--- src/rtl/sync_fifo.sv ---
// Single-clock FIFO with registered read data, wrap-bit pointers and a per-cycle
// illegal-request flag.
module sync_fifo #(
  parameter int unsigned WIDTH      = 8,
  parameter int unsigned ADDR_WIDTH = 4,
  parameter int unsigned DEPTH      = 2 ** ADDR_WIDTH
) (
  input  logic                  clk_i,
  input  logic                  rst_i,
  input  logic [WIDTH-1:0]      wdata_i,
  input  logic                  wr_en_i,
  input  logic                  rd_en_i,
  output logic [WIDTH-1:0]      rdata_o,
  output logic [ADDR_WIDTH-1:0] wr_ptr,
  output logic                  empty_o,
  output logic                  full_o,
  output logic                  error_o
);

  localparam logic [ADDR_WIDTH:0] PtrOne = {{ADDR_WIDTH{1'b0}}, 1'b1};

  logic [WIDTH-1:0]    mem [DEPTH];
  logic [ADDR_WIDTH:0] wp_q, wp_d;
  logic [ADDR_WIDTH:0] rp_q, rp_d;
  logic [WIDTH-1:0]    rdata_q, rdata_d;
  logic                error_q, error_d;
  logic                rd_ok, wr_ok;

  assign empty_o = (wp_q == rp_q);
  assign full_o  = (wp_q[ADDR_WIDTH] != rp_q[ADDR_WIDTH]) &&
                   (wp_q[ADDR_WIDTH-1:0] == rp_q[ADDR_WIDTH-1:0]);

  // A read on a full FIFO frees a slot, so the paired write is legal.
  assign rd_ok = rd_en_i && !empty_o;
  assign wr_ok = wr_en_i && (!full_o || rd_ok);

  always_comb begin
    wp_d    = wp_q;
    rp_d    = rp_q;
    rdata_d = rdata_q;
    error_d = (wr_en_i && !wr_ok) || (rd_en_i && !rd_ok);
    if (wr_ok) begin
      wp_d = wp_q + PtrOne;
    end
    if (rd_ok) begin
      rp_d    = rp_q + PtrOne;
      rdata_d = mem[rp_q[ADDR_WIDTH-1:0]];
    end
  end

  always_ff @(posedge clk_i or posedge rst_i) begin
    if (rst_i) begin
      wp_q    <= '0;
      rp_q    <= '0;
      rdata_q <= '0;
      error_q <= 1'b0;
    end else begin
      wp_q    <= wp_d;
      rp_q    <= rp_d;
      rdata_q <= rdata_d;
      error_q <= error_d;
    end
  end

  // Storage is deliberately unreset; reads are only possible after a write.
  always_ff @(posedge clk_i) begin
    if (wr_ok) begin
      mem[wp_q[ADDR_WIDTH-1:0]] <= wdata_i;
    end
  end

  assign rdata_o = rdata_q;
  assign error_o = error_q;
  assign wr_ptr  = wp_q[ADDR_WIDTH-1:0];

endmodule

--- config.mk ---
export PLATFORM = sky130hd
export DESIGN_NAME = sync_fifo
export DESIGN_NICKNAME = d
export VERILOG_FILES = /design/src/rtl/sync_fifo.sv
export SDC_FILE = /design/constraint.sdc
export NUM_CORES = 1
export LEC_CHECK = 0
export CAP_MARGIN = 20
export CELL_PAD_IN_SITES_DETAIL_PLACEMENT = 0
export CELL_PAD_IN_SITES_GLOBAL_PLACEMENT = 1
export CORE_ASPECT_RATIO = 1.5
export CORE_MARGIN = 2
export CORE_UTILIZATION = 47
export DETAILED_ROUTE_END_ITERATION = 16
export PLACE_DENSITY = 0.76
export SETUP_SLACK_MARGIN = 0.5
export SYNTH_ARGS = -nofsm -noshare
export SYNTH_HDL_FRONTEND = slang
export SYNTH_SLANG_ARGS = --single-unit
--- constraint.sdc ---
create_clock -name clk_i -period 2.2 [get_ports clk_i]
set_clock_uncertainty 0.1 [all_clocks]
set_input_delay 0.44 -clock clk_i [delete_from_list [all_inputs] [get_ports clk_i]]
set_output_delay 0.44 -clock clk_i [all_outputs]
set_load 0.1 [all_outputs]
After elaboration in Yosys (flattened, before gate mapping)
Memory sizes are Yosys's and may differ from the RTL's. A register that Yosys moved wholly into a read port is not among the register bits.
Cells that the tools add are included.
Storage, ports and cells
  flip-flop bits (word level): 11
  bits in writable memories: 128
  bits of input ports: 12
  output and inout bits: 15
  logic and storage cells: 22
  memories kept: 1
Operators by class
  $add $sub $neg: 2
  equal/unequal tests: 3
  multiplexer cells: 2
  reductions and logical operators: 11
Memories
  mem: words 16, width 8, read ports 1, clocked after Yosys merged registers in 1, wr ports 1, line 22  | logic [WIDTH-1:0] mem [DEPTH];
Operator list (count)
  $add A5 B1 Y5 const B: 2
  $eq A5 B5 Y1: 1
  $logic_and A1 B1 Y1: 5
  $eq A4 B4 Y1: 1
  $logic_not A1 Y1: 4
  $logic_or A1 B1 Y1: 2
  $mux W1: 2
  $ne A1 B1 Y1: 1

Longest topological paths before layout
Gate-level depths: netlist (run 1).
  depth in word-level cells: 8
  mapped depth: 7

Worst setup path after synthesis (run 1)
Ideal clock, no wire load.
  kind: reg2out
  start: reg rp_q[1]
  end: out full_o
  arrival time: 2509 ps
  setup slack: -849 ps
  cell stages (with the launch flop): 7
  path buffers: 3
  cell sequence: dfrtp_1 -> buf_6 -> buf_4 -> xnor2_1 -> nand4_1 -> buf_2 -> nor2b_1
Between the ends
  word-level cells in the longest chain between the ends: 2
Ends and longest elaborated chain
  from (decl): line 24  | logic [ADDR_WIDTH:0] rp_q, rp_d;
  from (signal assigned): line 59  | rp_q <= rp_d;
  $eq A4 B4 Y1: line 31  | (wp_q[ADDR_WIDTH-1:0] == rp_q[ADDR_WIDTH-1:0]);
  $logic_and A1 B1 Y1: line 30  | assign full_o = (wp_q[ADDR_WIDTH] != rp_q[ADDR_WIDTH]) &&
  to (decl): line 16  | output logic full_o,
No other way between the ends.

Worst setup path in the final report (run 1)
  start: reg rp_q[1]
  end: reg rdata_q[7], in the netlist rdata_o[7], read port of mem
Between the ends
  word-level cells in the longest chain between the ends: 3
Ends and longest elaborated chain
  $eq A5 B5 Y1: line 29  | assign empty_o = (wp_q == rp_q);
  $logic_not A1 Y1: line 34  | assign rd_ok = rd_en_i && !empty_o;
  $logic_and A1 B1 Y1: line 34
  to (decl): line 25  | logic [WIDTH-1:0] rdata_q, rdata_d;
Several ways; a longest one is shown, not always the timed one.
A chain may end at the register's enable or synchronous reset.

==> results of run 1 <==
## metrics by stage
| step | util | power (mW) | TNS (ps) |
|---|---|---|---|
| 2_1_floorplan | - | 6.949 | 0 |
| 3_3_place_gp | 0.5506 | 8.275 | 0 |
| 3_5_place_dp | 0.5506 | 8.327 | -12.97 |
| 4_1_cts | 0.6214 | 11.75 | -843.3 |
| 5_1_grt | 0.6299 | 12.38 | -1593 |
| 6_report | 0.6299 | 11.92 | -1015 |
## routing by layer
| metal | share of wire | wire, um | global-route usage | vias up |
|---|---|---|---|---|
| met2 | 0.56 | 7466 | 0.3553 | 94 |
| met3 | 0.041 | 546 | 0.05066 | 12 |
| met5 | 0 | 0 | 0 | - |
| met4 | 0.020 | 262 | 0.08599 | 0 |
| li1 | - | - | - | 1417 |
| met1 | 0.37 | 4951 | 0.2539 | 1610 |
## final cells by class
type                    instances  area, um^2  share of cell area
clock buffers                  18       429.2             0.05445
repair buffers                 82       918.4              0.1165
inverters                       4       20.02            0.002540
clock inverters                14       203.9             0.02588
multi-input cells             139        1793              0.2275
flip-flops and latches        147        4322              0.5483
well taps                     156       195.2             0.02477
## worst max path at each step
| stage | to | start |
|---|---|---|
| 6_report | rdata_o[7] | rp_q[1] |
| 5_1_grt | full_o | rp_q[1] |
| 4_1_cts | full_o | rp_q[1] |
| 3_5_place_dp | rp_q[1] | rp_q[1] |
| 3_3_place_gp | rp_q[1] | rp_q[1] |
| 2_1_floorplan | full_o | rp_q[1] |
## logic make-up after synthesis
kind of cell | share of synthesized area
XOR/XNOR | 0.02009
flip-flops | 0.7150
adder cells (fa/ha/maj) | 0.01036
AO/OA/AOI/OAI | 0.03480
multiplexers | 0.1599
AND/OR/NAND/NOR | 0.03749
buffers and inverters | 0.02237
## critical path, stage by stage (launching register included)
cell	delay [ps]
dfrtp_1	370
buf_12	120
buf_6	210
mux4_1	600
mux2_2	300
a22o_1	240
mux2_2	250
## placed cells by master, fill, tap and decap left out, types with 3 or more instances in the layout
cell | synthesis | layout
xnor2_2 | 0 | 4
mux2_2 | 18 | 7
mux4_1 | 14 | 12
inv_1 | 4 | 3
bufinv_16 | 0 | 4
clkbuf_16 | 0 | 17
nor2b_1 | 6 | 4
a221oi_1 | 8 | 8
clkdlybuf4s50_1 | 0 | 11
mux2_4 | 0 | 11
o211ai_1 | 5 | 5
and3_4 | 0 | 13
clkinv_4 | 0 | 5
a22o_1 | 8 | 8
edfxtp_1 | 128 | 128
mux4_2 | 10 | 12
buf_4 | 5 | 38
buf_12 | 0 | 15
mux2i_1 | 17 | 17
buf_6 | 2 | 16
and3_1 | 16 | 3
dfrtp_1 | 19 | 17
ha_1 | 5 | 5
xnor2_1 | 12 | 8
nand2b_1 | 9 | 9
## where the power goes
group	switching, mW	internal, mW	leakage [nW]	total (mW)
combinational	2.80	2.38	1.20	5.18
sequential	0.228	3.47	1.38	3.69
clock	1.13	1.92	0.303	3.04
## flip-flops by register name, summed over array words and instances (netlist names)
name,cells
mem,128
rdata_o,8
rp_q,5
wp_q,5
error_o,1
## what timing repair did
action                     CTS  global route
setup buffers               13             6
gates cloned                 1             0
setup endpoints to repair  152           153
hold buffers                 0             0
pin swaps                    8             3
resized for setup           26            14
==> key figures, run 1 <==
Pwr
  – Leakage power: about 2.9 nW
  – Pwr dens: between 1500 and 2000 nW/um^2
  – Peak VDD IR: about 0.58 mV

Routing
  – Via Count: about 3100
  – Total Wirelength: about 13000 um
  – Post-route ant nets: 0
  – WL per Instance: 23.62 um
  – 1st-iter DRT viols: around 170
  – Drt first pass iters: 4
  – Avg Vias per Cell: roughly 5.6
  – # DRC: 0

Timing
  – Slew headroom: 0.6610
  – Max frequency: 430.5 MHz
  – Hold Fails Final Rpt: 0
  – Final Setup Violations: 11
  – Min Hold Slack: ~260 ps
  – Final WS setup: -122.7 ps
  – Final worst-path cycle share: 1.056
  – Worst-Margin Slew: 508.5 ps
  – Max-slew violation count: 0
  – Unrepaired setup endpoints after global routing: true
  – Tmin final: around 2300 ps

Synth
  – Synth top cells by count: edfxtp_1, dfrtp_1, mux2_2
  – Yosys reg bits: around 150
  – Most common cell in the netlist: edfxtp_1
  – Average size of a mapped cell: 19.42 um^2
  – Post-synthesis sequential area ratio: 0.7150
  – Post-Syn Instances: roughly 310
  – Synthesized area: slightly above 6000 um^2
  – Most common flop cell mapped by yosys: edfxtp_1
  – Synth area leaders: edfxtp_1, dfrtp_1, mux4_1
  – Area leader, netlist: edfxtp_1
  – Yosys top cell area share: 0.6363
  – Yosys Warn Count: 0
  – Post-synth cell types: 28
  – Syn Nets: about 330
  – Number of synthesized flops with an enable pin: 128
  – Synth async-reset ratio: 0.1293

Critical path
  – R2R setup slack: -120 ps
  – CP Data Required Time: around 2400 ps
  – CP arrival: 2520 ps
  – Capturing point of the worst reg2reg path: rdata_o[7]
  – CP endpoint kind: flip-flop
  – CP Class: reg -> reg
  – FF-to-FF Start: rp_q[1]
  – Reg2Reg Depth: 6
  – Critical path launch point type: flip-flop
  – CP max FO: 16

Final layout
  – Share of post-route cells with drive strength above 1: 0.3985
  – Final #Nets: between 400 and 500
  – Final instance area: approximately 7900 um^2
  – Syn-to-layout area delta: 30.47%
  – Filler Cell Count: 874
  – Diodes inserted: 0
  – Layout Cells excl Fill: 560

Die
  – Die W: roughly 97 um
  – Die ar.: ~14000 um^2
  – Initial Util: 0.4828
  – Core footprint: roughly 13000 um^2
  – Site Rows: 50
  – Die H: around 140 um
  – I/O pin count: 27

Run status
  – Outcome: complete, but fails checks
  – Failing checks: setup timing

Clock tree
  – Clk buf depth: 2
  – Num Clock Sinks: roughly 150
  – Clock Latency Late Sink: around 420 ps
  – TritonCTS clock tree: done
  – Root buf cell: clkbuf_16
  – Reg clk slew, reported paths: roughly 60 ps
  – Htree depth: 4
  – CTS buffer count: 17

Place
  – Post-Place Cells: between 500 and 600
  – DP Wirelength: between 8000 and 9000 um
  – Instance area after placement: around 7000 um^2
  – Setup WS pre-CTS: -12.97 ps
  – Port Buffer Count: 26
  – Gpl congestion: 0.8224

Min path
  – Min-delay worst type: in -> async

Global route
  – GRT Resource Usage Total: 0.2093
  – Vias in the first global route: 3234
  – Largest net degree at the start of global routing: 24
  – Antenna violations before repair: 0
  – Global route overflow: 0
  – First-pass GRT wire length: between 15000 and 20000 um

Flow run
  – Max-Cap Viols: 0
Power figures use the tool's default switching activity.
==> run 2, diff against run 1 <==
--- a/config.mk
+++ b/config.mk
@@ -5,6 +5,7 @@
 export SDC_FILE = /design/constraint.sdc
 export NUM_CORES = 1
 export LEC_CHECK = 0
+export ABC_CLOCK_PERIOD_IN_PS = 2200
 export CAP_MARGIN = 20
 export CELL_PAD_IN_SITES_DETAIL_PLACEMENT = 0
 export CELL_PAD_IN_SITES_GLOBAL_PLACEMENT = 1
@@ -14,6 +15,7 @@
 export DETAILED_ROUTE_END_ITERATION = 16
 export PLACE_DENSITY = 0.76
 export SETUP_SLACK_MARGIN = 0.5
+export SKIP_LAST_GASP = 1
 export SYNTH_ARGS = -nofsm -noshare
 export SYNTH_HDL_FRONTEND = slang
 export SYNTH_SLANG_ARGS = --single-unit
==> key figures, run 2 (synthesized netlist as in run 1, its figures left out) <==
Global route
  – Global route overflow: 0 (unchanged)
  – Vias in the first global route: 3231 (-0.093%)
  – Antenna violations before repair: 0 (unchanged)
  – GRT Resource Usage Total: 0.2091 (-0.0002470)
  – Largest net degree at the start of global routing: 24 (unchanged)
  – First-pass GRT wire length: 19610 um (-0.14%)

Die
  – Die H: 142.9 um (unchanged)
  – Initial Util: 0.4828 (unchanged)
  – Die W: 96.57 um (unchanged)
  – Die ar.: 13790 um^2 (unchanged)
  – I/O pin count: 27 (unchanged)
  – Core footprint: 12510 um^2 (unchanged)
  – Site Rows: 50 (unchanged)

Final layout
  – Register area: 4322 um^2 (unchanged)
  – Final cell utilization of the core: 0.6288 (-0.001100)
  – Final #Nets: 408 (unchanged)
  – Largest register FFs: 128 (unchanged)
  – Filler Cell Count: 877 (+0.34%)
  – Most frequent cells in the layout: edfxtp_1, buf_4, mux2i_1, clkbuf_16, dfrtp_1
  – Commonest non-fill, non-tap cell in the layout: edfxtp_1
  – Layout Cells excl Fill: 560 (unchanged)
  – Diodes inserted: 0 (unchanged)
  – Syn-to-layout area delta: 30.24%
  – Footprint of the multi-input gates: 1789 um^2 (-0.21%)
  – Share of post-route cells with drive strength above 1: 0.3985 (unchanged)

Place
  – Setup WS pre-CTS: -12.97 ps (unchanged)
  – Gpl congestion: 0.8224 (unchanged)
  – Port Buffer Count: 26 (unchanged)
  – Post-Place Cells: 508 (unchanged)
  – DP Wirelength: 8442 um (unchanged)

Critical path
  – CP arrival: 2520 ps (about the same)
  – Crit-path slowest cell: dfrtp_1
  – CP Class: reg -> reg
  – CP most frequent cell: buf_12
  – Worst-path cell chain: buf_12 > buf_12 > xnor2_2 > nand4_1 > buf_6 > buf_4 > buf_4 > buf_6 > o21ai_4 > buf_12 > mux2_2
  – CP max FO: 8 (-8)
  – CP Data Required Time: 2410 ps (about the same)
  – Critical Path Max Stage Delay: 400 ps (-200 ps)
  – Critical path launch point type: flip-flop
  – CP endpoint kind: flip-flop

Timing
  – Final worst-path cycle share: 1.052 (-0.003870)
  – Slew headroom: 0.6610 (about the same)
  – Unrepaired setup endpoints after global routing: true
  – Worst-Margin Slew: 508.5 ps (-0.03088 ps)
  – Setup TNS: -1042 ps (-27.13 ps)
  – Tmin final: 2314 ps (-8.515 ps)
  – Max frequency: 432.1 MHz (+0.37%)
  – Hold Fails Final Rpt: 0 (unchanged)
  – Final Setup Violations: 12 (+1)
  – Max-slew violation count: 0 (unchanged)
  – Final WS setup: -114.2 ps (+8.515 ps)

Min path
  – Min-delay worst type: in -> async

Clock tree
  – TritonCTS clock tree: done
  – Htree depth: 4 (unchanged)
  – Num Clock Sinks: 147 (unchanged)
  – Clk buf depth: 2 (unchanged)
  – Reg clk slew, reported paths: 60 ps (about the same)
  – Root buf cell: clkbuf_16
  – CTS Hold Bufs: 0 (unchanged)
  – Clock Latency Late Sink: 420 ps (about the same)
  – CTS buffer count: 17 (unchanged)

Run status
  – Outcome: complete, but fails checks
  – Failing checks: setup timing

Pwr
  – Leakage power: 2.870 nW (-0.22%)
  – Pwr dens: 1512 nW/um^2 (about the same)
  – Peak VDD IR: 0.5792 mV (+0.19%)

Routing
  – 1st-iter DRT viols: 159 (-8.6%)
  – WL per Instance: 23.58 um (-0.15%)
  – # DRC: 0 (unchanged)
  – Drt first pass iters: 4 (unchanged)
  – Total Wirelength: 13210 um (-0.15%)
  – Post-route ant nets: 0 (unchanged)
  – Avg Vias per Cell: 5.559 (-0.64%)
  – Via Count: 3113 (-0.64%)

Flow run
  – Max-Cap Viols: 0 (unchanged)
-- run 2: final cells by class --
cell class              count  area share
clock buffers              18     0.05455
clock inverters            14     0.02592
inverters                   4    0.002226
multi-input cells         139      0.2274
flip-flops and latches    147      0.5493
well taps                 156     0.02481
repair buffers             82      0.1158
-- run 2: report_power, final --
part           total [mW]  switching [mW]  internal (mW)
combinational        5.16            2.79           2.36
clock                3.04            1.13           1.91
sequential           3.69           0.228           3.47
-- run 2: timing repair --
| action | 4_1_cts | 5_1_grt |
|---|---|---|
| resized for setup | 24 | 12 |
| buffers inserted | 13 | 6 |
| endpoints found under the hold margin | 0 | 0 |
| setup endpoints to repair | 152 | 153 |
| cloned | 1 | 0 |
| pin swaps | 8 | 3 |
-- run 2: routing by layer --
layer | global-route usage | wire (um)
met1 | 0.2530 | 5113
met2 | 0.3553 | 7299
met3 | 0.05066 | 452
met4 | 0.08599 | 341
met5 | 0 | 0
-- run 2: final timing paths --
kind / from / end / slack [ps] / cells past startpoint
max in group asynchronous: rst_i / wp_q[1] / 1490 / 3
max reg2reg: rp_q[1] / rdata_o[4] / -110 / 11
min: rst_i / rp_q[0] / 260 / 3
max: rp_q[1] / rdata_o[4] / -110 / 11
min reg2reg: rdata_o[2] / rdata_o[2] / 410 / 1
min in group clk_i: rdata_o[2] / rdata_o[2] / 410 / 1
-- run 2: critical path: cells and delay by family, from the launching register on --
family                 cells  cell delay [ps]
XOR/XNOR                   1              110
AND/OR/NAND/NOR            1              130
multiplexers               1              330
flip-flops                 1              400
AO/OA/AOI/OAI              1              180
buffers and inverters      7              960
-- run 2: metrics by stage --
stage / cell area [um^2] / total power, mW / hold WS (ps)
finish: 7868 / 11.89 / 259.6
global route: 7868 / 12.34 / 292.8
CTS: 7764 / 11.73 / 259.5
detailed placement: 6889 / 8.327 / 395.5
global placement: 6889 / 8.275 / 389.9
floorplan: 6182 / 6.949 / 291.1
==> run 3, diff against run 2 <==
--- a/config.mk
+++ b/config.mk
@@ -10,7 +10,6 @@
 export CELL_PAD_IN_SITES_DETAIL_PLACEMENT = 0
 export CELL_PAD_IN_SITES_GLOBAL_PLACEMENT = 1
 export CORE_ASPECT_RATIO = 1.5
-export CORE_MARGIN = 2
 export CORE_UTILIZATION = 47
 export DETAILED_ROUTE_END_ITERATION = 16
 export PLACE_DENSITY = 0.76
==> key figures, run 3 (synthesized netlist as in run 1, its figures left out) <==
Final layout
  – Most frequent cells in the layout: edfxtp_1, buf_4, dfrtp_1
  – Diodes inserted: 0 (unchanged)
  – Final #Nets: 410 (+0.49%)
  – Largest register FFs: 128 (unchanged)
  – Final instance area: 7747 um^2 (-1.5%)
  – Syn-to-layout area delta: 28.25%
  – Commonest non-fill, non-tap cell in the layout: edfxtp_1
  – Share of post-route cells with drive strength above 1: 0.4064 (+0.007889)

Clock tree
  – Clk buf depth: 2 (unchanged)
  – TritonCTS clock tree: done
  – Reg clk slew, reported paths: 60 ps (about the same)
  – Num Clock Sinks: 147 (unchanged)
  – CTS buffer count: 17 (unchanged)
  – Root buf cell: clkbuf_16
  – Htree depth: 4 (unchanged)
  – Clock Latency Late Sink: 420 ps (about the same)

Place
  – DP Wirelength: 8676 um (+2.8%)
  – Instance area after placement: 6852 um^2 (-0.54%)
  – Gpl congestion: 0.7846 (-4.6%)
  – Port Buffer Count: 26 (unchanged)

Critical path
  – CP Class: reg -> out
  – R2R setup slack: -70 ps (+40 ps)
  – CP endpoint kind: output port
  – Critical path launch point type: flip-flop
  – CP arrival: 1820 ps (-700 ps)
  – CP Data Required Time: 1660 ps (-750 ps)
  – Critical Path Max Stage Delay: 390 ps (about the same)
  – Crit-path slowest cell: dfrtp_1
  – CP Buf/Inv Count: 4 (-3)
  – Worst-path cell chain: buf_12 > buf_6 > xnor2_2 > nand4_1 > buf_6 > nor2b_4 > buf_12
  – CP max FO: 4 (-4)
  – Top delay family on crit path: buffers and inverters

Timing
  – Hold Fails Final Rpt: 0 (unchanged)
  – Worst-Margin Slew: 488.7 ps (-19.80 ps)
  – Final WS setup: -155.7 ps (-41.48 ps)
  – Min Hold Slack: 259.5 ps (-0.1290 ps)
  – Tmin final: 2356 ps (+41.48 ps)
  – Unrepaired setup endpoints after global routing: true
  – Final Setup Violations: 19 (+7)
  – Max-slew violation count: 0 (unchanged)
  – Max frequency: 424.5 MHz (-1.8%)
  – Slew headroom: 0.6742 (+0.01320)
  – Final worst-path cycle share: 1.071 (+0.01885)
  – Setup TNS: -895.0 ps (+147.5 ps)

Run status
  – Outcome: complete, but fails checks
  – Failing checks: setup timing

Die
  – Die ar.: 13320 um^2 (-3.4%)
  – Site Rows: 50 (unchanged)
  – Core footprint: 12510 um^2 (unchanged)
  – Die H: 140.9 um (-1.4%)
  – I/O pin count: 27 (unchanged)
  – Die W: 94.57 um (-2.1%)
  – Initial Util: 0.4828 (unchanged)

Global route
  – GRT Resource Usage Total: 0.2220 (+0.01289)
  – First-pass GRT wire length: 20150 um (+2.7%)
  – Global route overflow: 0 (unchanged)
  – Largest net degree at the start of global routing: 34 (+42%)
  – Vias in the first global route: 3309 (+2.4%)
  – Antenna violations before repair: 0 (unchanged)

Pwr
  – Leakage power: 2.812 nW (-2.0%)
  – Peak VDD IR: 0.7130 mV (+23%)
  – Pwr dens: 1486 nW/um^2 (-1.7%)

Flow run
  – Max-Cap Viols: 0 (unchanged)

Routing
  – Via Count: 3160 (+1.5%)
  – Post-route ant nets: 0 (unchanged)
  – Avg Vias per Cell: 5.623 (+1.1%)
  – Total Wirelength: 13490 um (+2.2%)
  – WL per Instance: 24.01 um (+1.8%)
  – # DRC: 0 (unchanged)
  – Drt first pass iters: 5 (+1)
  – 1st-iter DRT viols: 228 (+43%)

Min path
  – Min-delay worst type: in -> async
run 3: cell type report:
type	instances	area, um^2
fill	885	4765
sequential	147	4320
multi-input combinational	139	1757
timing repair buffer	84	887.1
clock buffer	17	425.4
tap	156	195.2
clock inverter	15	145.1
inverter	4	17.52
run 3: path summary, 6_finish.rpt:
kind,startpoint,end,cells after the start
worst max-delay path,rp_q[1],full_o,7
worst min-delay path,rst_i,rdata_o[1],3
worst max register to register,rp_q[1],rdata_o[2],8
worst min register to register,rdata_o[2],rdata_o[2],1
max in group asynchronous,rst_i,rp_q[2],3
min in group clk_i,rdata_o[2],rdata_o[2],1
run 3: repair_timing:
action                     CTS  global route
gates cloned                 1             0
pin swaps                   10             6
hold buffers                 0             0
gates resized for setup     23            12
buffers inserted            11            10
setup endpoints to repair  150           152
run 3: power by group:
| part | switching, mW | internal, mW | total, mW |
|---|---|---|---|
| logic | 2.77 | 2.29 | 5.06 |
| clock network | 1.18 | 1.59 | 2.77 |
| registers | 0.221 | 3.46 | 3.69 |
| total | 4.17 | 7.34 | 11.5 |
run 3: metal layers:
layer	part of all wire	GRT usage	wire, um	vias to the layer above
li1	-	-	-	1422
met1	0.38	0.2700	5101	1599
met2	0.53	0.3696	7192	113
met3	0.055	0.05556	744	26
met4	0.034	0.1021	454	0
met5	0	0	0	-
run 3: metrics by stage:
stage	utilization	std cells	setup WS (ps)	power, mW
after floorplan	-	311	88.15	6.949
after global placement	0.5476	508	-21.53	8.227
after detailed placement	0.5476	508	-64.29	8.273
after CTS	0.6096	552	-159.4	11.35
after global routing	0.6192	562	-216.5	11.96
final	0.6192	562	-155.7	11.51
run 3: worst min-delay path: cells and delay by family:
family	cells	cell delay, ps
buffers and inverters	3	730
==> RTL change (settings of run 2) <==
Register the output `error_o` once more; this adds one clock of latency there. The other outputs are not delayed to match.
--- a/src/rtl/sync_fifo.sv
+++ b/src/rtl/sync_fifo.sv
@@ -72,3 +72,5 @@
   assign rdata_o = rdata_q;
-  assign error_o = error_q;
+  always_ff @(posedge clk_i) begin
+    error_o <= error_q;
+  end
   assign wr_ptr  = wp_q[ADDR_WIDTH-1:0];
Behaviour: not the same (Yosys sat finds a counterexample within 4 cycles, from zero or initial values and one cycle with rst_i high).
==> RTL change against run 2 <==
The flow still finishes with violations (setup timing). Power shrank 0.83%. Area after synthesis grew 0.33%. Worst setup slack lost 53 ps. Cell area shrank 0.54%. Largest power group unchanged. Routed wire length grew 2.2%. First-iteration DRC count grew 62%. Critical path depth shrank 4. Highest routed layer unchanged. Sequential cell count grew 1. Critical path type is now reg2out. Critical endpoint is now full_o.
==> RTL change: results (changes against run 2) <==
- The post-synthesis net count is 329 (was 328).
- The number of buffers inserted during clock tree synthesis is 17 (unchanged).
- The sequential fraction of the synthesis area is 0.7159 (was 0.7150).
- The clock network latency to the later pin of the worst-skew pair is 420 ps (about the same).
- The number of synthesized flops with an enable pin is 128 (unchanged).
- The number of antenna cells inserted is 0 (unchanged).
- The pin count of the biggest net entering global routing is 22 (was 24).
- The post-layout worst setup margin came to -167.3 ps (was -114.2 ps).
- The number of optimization iterations in the first detailed-route pass is 4 (unchanged).
- The dominant cell by count in the synthesized netlist was edfxtp_1 (unchanged).
- The post-synthesis async set-or-reset flop share is 0.1284 (was 0.1293).
- The detailed-route via count came to 3171 (was 3113).
- The global-route wire length before repair is 20390 µm (was 19610 µm).
- The worst slack on hold paths was 241.7 ps (was 259.6 ps).
- The data arrival at the endpoint of the critical path is 1830 ps (was 2520 ps).
- The static leakage is 2.830 nW (was 2.870 nW).
- The maximum fanout along the worst path is 3 (was 8).
- The number of H-tree levels was 4 (unchanged).
- The final setup violation count is 132 (was 12).
- Synth area leaders: edfxtp_1, dfrtp_1, mux4_1 (unchanged).
- The number of antenna violations at the first check in global routing was 0 (unchanged).
- The distinct cell type count of the synthesized netlist was 29 (was 28).
- Violated checks: setup timing (unchanged).
- The share of post-route cells with drive strength above 1 is 0.4113 (was 0.3985).
- Most used standard cells in the synthesized netlist: edfxtp_1, dfrtp_1, mux2_2 (unchanged).
- The via count of the first global-routing pass is 3341 (was 3231).
- The overall routing resource usage is 0.2097 (was 0.2091).
- The classification of the worst-slack hold path was reg2reg (was in2async).
- The number of DRC violations after detailed-routing iteration 0 was 257 (was 159).
- The routability congestion estimate was 0.7860 (was 0.8224).
- The internal reg-to-reg setup slack is -120 ps.
- The worst setup slack before clock tree synthesis was -40.86 ps (was -12.97 ps).
- The CTS clock-pin slew for the worst setup and hold paths was 60 ps (about the same).
- Outcome: finished, violations left (unchanged).
- The worst ir drop on vdd came to 0.5722 mV (was 0.5792 mV).
- The flip-flop count of the largest register after layout is 128 (unchanged).
- The worst slew slack as a fraction of its limit came to 0.5897 (was 0.6610).
- The count of input and output buffers is 26 (unchanged).
- The buffer type at the clock tree root is clkbuf_16 (unchanged).
- The average routed wire per standard cell came to 24.02 µm (was 23.58 µm).
- The placed wire-length estimate after detailed placement was 8578 µm (was 8442 µm).
- The number of buffers between clock root and the deepest sink is 2 (unchanged).
- The antenna violation net count after detailed routing is 0 (unchanged).
- The net count of the finished layout is 410 (was 408).
- The number of warnings issued by yosys is 0 (unchanged).
[RTL change: cell count changes after synthesis, sizes merged]
cell,delta
dfxtp,+1
[RTL change: cell families (layout without fill, tap and decap cells)]
group | count (synthesis) | after routing | share of synthesized area
muxes | 59 | 59 | 0.1594
DFF | 148 | 148 | 0.7159
AOI/OAI and AO/OA | 24 | 24 | 0.03469
and+or+nand+nor | 38 | 38 | 0.03737
xor gates and xnor gates | 13 | 13 | 0.02003
adders and majority gates | 5 | 5 | 0.01032
buffers and inverters | 25 | 119 | 0.02229
[RTL change: per-layer routing]
| metal | part of all wire | track usage |
|---|---|---|
| met5 | 0 | 0 |
| met4 | 0.027 | 0.1008 |
| met3 | 0.040 | 0.04944 |
| met2 | 0.55 | 0.3684 |
| met1 | 0.39 | 0.2423 |
[RTL change: worst max-delay path, stage by stage (launching register included)]
cell,delay (ps)
dfrtp_1,400
buf_12,140
buf_8,110
xnor2_2,120
nand4_1,160
buf_6,180
nor2b_4,120
buf_12,180
[RTL change: area by class of cell]
type                    count  area, µm²
multi-input cells         139       1747
flip-flops and latches    148       4340
repair buffers             83      929.6
inverters                   4      17.52
well taps                 156      195.2
clock buffers              17      425.4
clock inverters            15      170.2
fillers                   873       4687
[RTL change: path summary, 6_finish.rpt]
check | from | to | cells past startpoint
hold reg to reg | error_q | error_o | 0
min in group asynchronous | rst_i | wp_q[3] | 3
setup / recovery | rp_q[1] | full_o | 7
setup reg to reg | rp_q[1] | rdata_o[5] | 7
hold / removal | error_q | error_o | 0
max in group asynchronous | rst_i | rp_q[2] | 3
[RTL change: repair_timing]
item,4_1_cts,5_1_grt
endpoints found under the setup margin,152,152
gates cloned,1,0
pin swaps,5,5
hold buffers,0,0
resized for setup,32,8
buffers inserted,12,10
[RTL change: metrics by stage]
stage | cell area [µm²] | TNS [ps] | std cells | power, mW
after detailed placement | 6882 | -55.15 | 507 | 8.353
after CTS | 7715 | -477.3 | 552 | 11.66
after global placement | 6882 | -132.6 | 507 | 8.326
final | 7825 | -4859 | 562 | 11.79
after global routing | 7825 | -13780 | 562 | 12.26
after floorplan | 6202 | 0 | 312 | 6.973
[RTL change: where the power goes]
group          switching [mW]  internal, mW
combinational            2.81          2.38
clock                    1.18          1.70
sequential              0.242          3.49
